[config.mk]
export PLATFORM = sky130hd
export DESIGN_NAME = ram_arbiter_flat
export DESIGN_NICKNAME = d
export VERILOG_FILES = /design/src/rtl/ram_arbiter_if.sv /design/src/rtl/ram_arbiter.sv /design/src/flat_wrapper.sv
export SDC_FILE = /design/constraint.sdc
export NUM_CORES = 1
export LEC_CHECK = 0
export BUFFER_PORTS_ARGS = -buffer_cell sky130_fd_sc_hd__buf_2
export CORE_MARGIN = 2
export CORE_UTILIZATION = 30
export DETAILED_ROUTE_END_ITERATION = 16
export GPL_TIMING_DRIVEN = 0
export MAX_ROUTING_LAYER = met4
export SYNTH_ARGS = -nofsm -noshare
export SYNTH_HDL_FRONTEND = slang
export SYNTH_SLANG_ARGS = --single-unit
[constraint.sdc]
create_clock -name clk -period 3 [get_ports clk]
set_clock_uncertainty 0.05 [all_clocks]
set_input_delay 0.45 -clock clk [delete_from_list [all_inputs] [get_ports clk]]
set_output_delay 0.45 -clock clk [all_outputs]
set_load 0.03 [all_outputs]
[src/rtl/ram_arbiter_if.sv]
// rtl/ram_arbiter_if.sv - requester-side bundle for one ram_arbiter port
interface ram_arbiter_if;
  logic        req;
  logic        we;
  logic        bw;
  logic [15:0] addr;
  logic [15:0] wdata;
  logic        ack;
  logic        err;
  logic [15:0] rdata;

  modport master (output req, we, bw, addr, wdata, input ack, err, rdata);
  modport slave  (input req, we, bw, addr, wdata, output ack, err, rdata);
endinterface

[src/rtl/ram_arbiter.sv]
// rtl/ram_arbiter.sv - round-robin two-port arbiter and sequencer for the data RAM
module ram_arbiter #(
  parameter logic [15:0] BOUND_L = 16'h0200,
  parameter logic [15:0] BOUND_U = 16'h0400
) (
  input  logic              clk,
  input  logic              rst_n,
  ram_arbiter_if.slave      m0,
  ram_arbiter_if.slave      m1,
  output logic [15:0]       ram_addr,
  output logic [15:0]       ram_Din,
  output logic              ram_RW,
  output logic              BW,
  input  logic              ram_write_done,
  input  logic [15:0]       ram_out
);

  typedef enum logic [1:0] {IDLE, ACCESS, WAITW, RESP} state_e;

  state_e      state_q, state_d;
  logic        gnt_q, gnt_d;
  logic        last_q, last_d;
  logic        we_q, we_d;
  logic        bw_q, bw_d;
  logic        errf_q, errf_d;
  logic [15:0] ram_addr_q, ram_addr_d;
  logic [15:0] ram_din_q, ram_din_d;
  logic [15:0] rdata0_q, rdata0_d;
  logic [15:0] rdata1_q, rdata1_d;

  logic        pick;
  logic        sel_we, sel_bw, sel_bad;
  logic [15:0] sel_addr, sel_wdata, rd_val;

  // Port 0 wins when it is alone or when port 1 was served last.
  assign pick      = !(m0.req && (!m1.req || last_q));
  assign sel_we    = pick ? m1.we    : m0.we;
  assign sel_bw    = pick ? m1.bw    : m0.bw;
  assign sel_addr  = pick ? m1.addr  : m0.addr;
  assign sel_wdata = pick ? m1.wdata : m0.wdata;
  assign sel_bad   = (sel_addr < BOUND_L) || (sel_addr >= BOUND_U) || (!sel_bw && sel_addr[0]);
  assign rd_val    = bw_q ? {8'h00, ram_out[7:0]} : ram_out;

  always_ff @(posedge clk or negedge rst_n) begin
    if (!rst_n) begin
      state_q    <= IDLE;
      gnt_q      <= 1'b0;
      last_q     <= 1'b1;
      we_q       <= 1'b0;
      bw_q       <= 1'b0;
      errf_q     <= 1'b0;
      ram_addr_q <= 16'h0000;
      ram_din_q  <= 16'h0000;
      rdata0_q   <= 16'h0000;
      rdata1_q   <= 16'h0000;
    end else begin
      state_q    <= state_d;
      gnt_q      <= gnt_d;
      last_q     <= last_d;
      we_q       <= we_d;
      bw_q       <= bw_d;
      errf_q     <= errf_d;
      ram_addr_q <= ram_addr_d;
      ram_din_q  <= ram_din_d;
      rdata0_q   <= rdata0_d;
      rdata1_q   <= rdata1_d;
    end
  end

  always_comb begin
    state_d    = state_q;
    gnt_d      = gnt_q;
    last_d     = last_q;
    we_d       = we_q;
    bw_d       = bw_q;
    errf_d     = errf_q;
    ram_addr_d = ram_addr_q;
    ram_din_d  = ram_din_q;
    rdata0_d   = rdata0_q;
    rdata1_d   = rdata1_q;
    case (state_q)
      IDLE: begin
        if (m0.req || m1.req) begin
          gnt_d  = pick;
          we_d   = sel_we;
          bw_d   = sel_bw;
          errf_d = sel_bad;
          if (sel_bad) begin
            state_d = RESP;
          end else begin
            // RAM address/data only move for real accesses, so they hold otherwise.
            ram_addr_d = sel_addr - BOUND_L;
            ram_din_d  = sel_wdata;
            state_d    = ACCESS;
          end
        end
      end
      ACCESS: begin
        if (we_q) begin
          state_d = WAITW;
        end else begin
          if (gnt_q) rdata1_d = rd_val;
          else       rdata0_d = rd_val;
          state_d = RESP;
        end
      end
      WAITW: begin
        if (ram_write_done) state_d = RESP;
      end
      RESP: begin
        last_d  = gnt_q;
        state_d = IDLE;
      end
      default: state_d = IDLE;
    endcase
  end

  assign ram_RW   = (state_q == ACCESS) && we_q;
  assign BW       = (state_q == ACCESS) && bw_q;
  assign ram_addr = ram_addr_q;
  assign ram_Din  = ram_din_q;

  assign m0.ack   = (state_q == RESP) && !gnt_q && !errf_q;
  assign m0.err   = (state_q == RESP) && !gnt_q &&  errf_q;
  assign m1.ack   = (state_q == RESP) &&  gnt_q && !errf_q;
  assign m1.err   = (state_q == RESP) &&  gnt_q &&  errf_q;
  assign m0.rdata = rdata0_q;
  assign m1.rdata = rdata1_q;

endmodule

[src/flat_wrapper.sv]
// flat-port wrapper written by rule: the top's interface ports become plain ports
module ram_arbiter_flat 
#(
  parameter logic [15:0] BOUND_L = 16'h0200,
  parameter logic [15:0] BOUND_U = 16'h0400
)
  (clk, rst_n, ram_addr, ram_Din, ram_RW, BW, ram_write_done, ram_out, m0_req, m0_we, m0_bw, m0_addr, m0_wdata, m0_ack, m0_err, m0_rdata, m1_req, m1_we, m1_bw, m1_addr, m1_wdata, m1_ack, m1_err, m1_rdata);
  ram_arbiter_if m0_i ();
  ram_arbiter_if m1_i ();
  input  logic clk;
  input  logic rst_n;
  output logic [15:0] ram_addr;
  output logic [15:0] ram_Din;
  output logic ram_RW;
  output logic BW;
  input  logic ram_write_done;
  input  logic [15:0] ram_out;
  input wire logic [$bits(m0_i.req)-1:0] m0_req;
  input wire logic [$bits(m0_i.we)-1:0] m0_we;
  input wire logic [$bits(m0_i.bw)-1:0] m0_bw;
  input wire logic [$bits(m0_i.addr)-1:0] m0_addr;
  input wire logic [$bits(m0_i.wdata)-1:0] m0_wdata;
  output wire logic [$bits(m0_i.ack)-1:0] m0_ack;
  output wire logic [$bits(m0_i.err)-1:0] m0_err;
  output wire logic [$bits(m0_i.rdata)-1:0] m0_rdata;
  input wire logic [$bits(m1_i.req)-1:0] m1_req;
  input wire logic [$bits(m1_i.we)-1:0] m1_we;
  input wire logic [$bits(m1_i.bw)-1:0] m1_bw;
  input wire logic [$bits(m1_i.addr)-1:0] m1_addr;
  input wire logic [$bits(m1_i.wdata)-1:0] m1_wdata;
  output wire logic [$bits(m1_i.ack)-1:0] m1_ack;
  output wire logic [$bits(m1_i.err)-1:0] m1_err;
  output wire logic [$bits(m1_i.rdata)-1:0] m1_rdata;
  assign m0_i.req = m0_req;
  assign m0_i.we = m0_we;
  assign m0_i.bw = m0_bw;
  assign m0_i.addr = m0_addr;
  assign m0_i.wdata = m0_wdata;
  assign m0_ack = m0_i.ack;
  assign m0_err = m0_i.err;
  assign m0_rdata = m0_i.rdata;
  assign m1_i.req = m1_req;
  assign m1_i.we = m1_we;
  assign m1_i.bw = m1_bw;
  assign m1_i.addr = m1_addr;
  assign m1_i.wdata = m1_wdata;
  assign m1_ack = m1_i.ack;
  assign m1_err = m1_i.err;
  assign m1_rdata = m1_i.rdata;
  ram_arbiter #(.BOUND_L(BOUND_L), .BOUND_U(BOUND_U)) u_core (.clk(clk), .rst_n(rst_n), .m0(m0_i), .m1(m1_i), .ram_addr(ram_addr), .ram_Din(ram_Din), .ram_RW(ram_RW), .BW(BW), .ram_write_done(ram_write_done), .ram_out(ram_out));
endmodule
==> metrics.csv <==
metric,value,unit
post-dp-hpwl,5.85,mm
synth_top_area_frac,0.520,
io_buffers,158,
initial_core_util,0.309,
antenna_found_initial,0,
wl_per_cell,13.6,µm
critPathSlowestCell,clkbuf_1,
worstMarginPinSlew,0.887,ns
synth-xor-area-share,0.00260,
cts_root_buffer,clkbuf_8,
p_comb_frac,0.417,
dieHeight,110,µm
dieArea,12100,µm²
cts_tree,done,
final_common_cell,buf_2,
final.min_clock_period,2.08,ns
max_slew_margin,0.409,
grt_max_degree,72,
mostFrequentLayoutCells,"161 x buf_2, 70 x dfrtp_1, 44 x mux2_2",
fin_crit_sh,0.695,
post_cts_buffers,0,
drt_iter0_markers,71,
syn_area,3370,µm²
cts_buffers,9,
cp_data_required_time,3.18,ns
cp-start-kind,flop,
syn-instance-count,255,
ctsResizeCount,0,
maxCapViolations,0,
vias_per_cell,4.46,
final_layout_size_suffix_gt1_frac,0.597,
status,completed,
place_area,4330,µm²
synth_mux_area_frac,0.284,
synth_edf_count,0,
seq_area_frac_synth,0.528,
fp-row-count,38,
via_count,2540,
p_clk_frac,0.212,
synth_top_family_by_area,multiplexers,
track_usage,0.134,
crit_chain,inv_1 -> ha_1 -> nor2b_1 -> nand2_1 -> clkbuf_1 -> mux2_2,
tns,0,ns
vdd_drop_max,0.417,mV
die_w,110,µm
avgSynthCellArea,13.2,µm²
clk_latency,0.34,ns
area_growth_syn_to_layout,35.1,%
synthArstFlopShare,1.00,
p_int,0.00227,W
fin_nets,518,
io_pins,159,
synth_ff_type,dfrtp_1,
final_cell_area,4550,µm²
clk_path_buf_depth,2,
synth_compound_area_frac,0.0413,
worstReg2RegStart,u_core.state_q[1]$_DFFE_PN0P_,
yosysWarnings,0,
fmax,480,MHz
postCtsHoldBufs,0,
diodes,0,
cts.clk_slew.worst_paths,0.08,ns
p_leak,2.49,nW
swShare,0.401,
drtPass1Iterations,4,
worst-setup-path-type,flop to flop,
syn-num-nets,349,
ant_nets,0,
synth-simple-area-share,0.0874,
powerDensity,834,nW/µm²
first_global_vias,2526,
seqPwrFrac,0.371,
ys_seq_elements,71,
gr-total-overflow,0,
synthDistinctLibCells,28,
synth_area_leaders,"dfrtp_1 52%, mux2_2 15%, mux2_4 12%, o21ai_0 3.1%, nand2_1 2.3%",
switchingPower,0.00152,W
routabilityCongestion,0.723,
cts.sink_count,71,
totalWireLength,7.72,mm
drc,0,
cp-end-kind,flop,
yosysTopAreaCell,dfrtp_1,
rr_worst_depth,6,
hold-worst-slack,0.171,ns
critPathMaxFanout,10,
rsz0062_at_grt,false,
design.core.area,10900,µm²
h-tree-depth,3,
arrival,2.26,ns
synth_fa_ha_area_frac,0.0186,
r2r_end,u_core.m1.rdata[7]$_DFFE_PN0P_,
critPathMaxStageDelay,0.43,ns
grt_pass1_wl,12.2,mm
hold_viol,0,
hp-class,input pin to asynchronous set/reset pin,
ff2ff_setup_slack,0.92,ns
setup_violations,0,
slew_violations,0,
sequential cells by signal (all words and copies together) (netlist names):
name,count
u_core.we_q,1
u_core.bw_q,1
u_core.errf_q,1
u_core.ram_Din,16
u_core.ram_addr,16
u_core.state_q,2
u_core.m1.rdata,16
u_core.gnt_q,1
u_core.m0.rdata,16
u_core.last_q,1
per-layer routing:
| layer | vias to the layer above | GRT usage | wire length, µm |
|---|---|---|---|
| li1 | 1216 | - | - |
| met1 | 1214 | 0.170 | 3420 |
| met2 | 101 | 0.213 | 3750 |
| met3 | 9 | 0.0302 | 471 |
| met4 | 0 | 0.0434 | 82 |
| met5 | - | - | 0 |
critical path: cells and delay by family, from the launching register on:
family,cells,cell delay (ns)
adder cells (fa/ha/maj),1,0.20
buffers and inverters,2,0.51
flip-flops,1,0.41
multiplexers,1,0.40
AND/OR/NAND/NOR,2,0.40
final cells by class:
cell class / count / area [µm²]
Fill cell: 1057 / 6340
Buffer: 13 / 101
Multi-Input combinational cell: 164 / 1460
Sequential cell: 71 / 1780
Inverter: 7 / 26.3
Clock inverter: 5 / 62.6
Timing Repair Buffer: 158 / 793
Tap cell: 140 / 175
Clock buffer: 11 / 151
power by group through the flow:
stage | clock network, W | registers (W) | logic, W
floorplan | 0 | 0.00188 | 0.000641
global placement | 0 | 0.00141 | 0.00158
detailed placement | 0 | 0.00143 | 0.00161
CTS | 0.000841 | 0.00141 | 0.00161
global route | 0.000879 | 0.00145 | 0.00174
finish | 0.000805 | 0.00141 | 0.00158
cell usage after synthesis, drive strengths merged (3+ instances only):
library cell  number
nand2b            12
nor2               3
nor2b              3
inv                7
mux2              70
a21oi              4
buf                8
nand2             21
and2               5
o21ai             23
clkbuf             5
mux2i              7
dfrtp             70
ha                 5
stage by stage:
stage / worst slack, ns / total power (W) / std cells / utilization
after floorplan: 1.17 / 0.00252 / 255 / -
after global placement: 0.702 / 0.00299 / 553 / 0.398
after detailed placement: 0.649 / 0.00303 / 553 / 0.398
after CTS: 0.856 / 0.00386 / 569 / 0.418
after global routing: 0.727 / 0.00406 / 569 / 0.418
final: 0.916 / 0.00379 / 569 / 0.418
kinds of logic after synthesis:
| group | count (synthesis) |
|---|---|
| muxes | 77 |
| DFF | 71 |
| and+or+nand+nor | 54 |
| AOI/OAI and AO/OA | 27 |
| buffers and inverters | 20 |
| adders and majority gates | 5 |
| xor gates and xnor gates | 1 |
worst max-delay path by stage:
stage | startpoint | end | slack (ns)
detailed placement | m1_req | u_core.ram_addr[13]$_DFFE_PN0P_ | 0.65
CTS | u_core.last_q$_DFFE_PN1N_ | u_core.ram_addr[11]$_DFFE_PN0P_ | 0.86
global placement | m1_req | u_core.ram_addr[15]$_DFFE_PN0P_ | 0.70
finish | u_core.state_q[1]$_DFFE_PN0P_ | u_core.m1.rdata[7]$_DFFE_PN0P_ | 0.92
global route | u_core.state_q[1]$_DFFE_PN0P_ | u_core.m1.rdata[7]$_DFFE_PN0P_ | 0.73
floorplan | m1_req | u_core.ram_addr[11]$_DFFE_PN0P_ | 1.17
(Power assumes the default switching activity.)
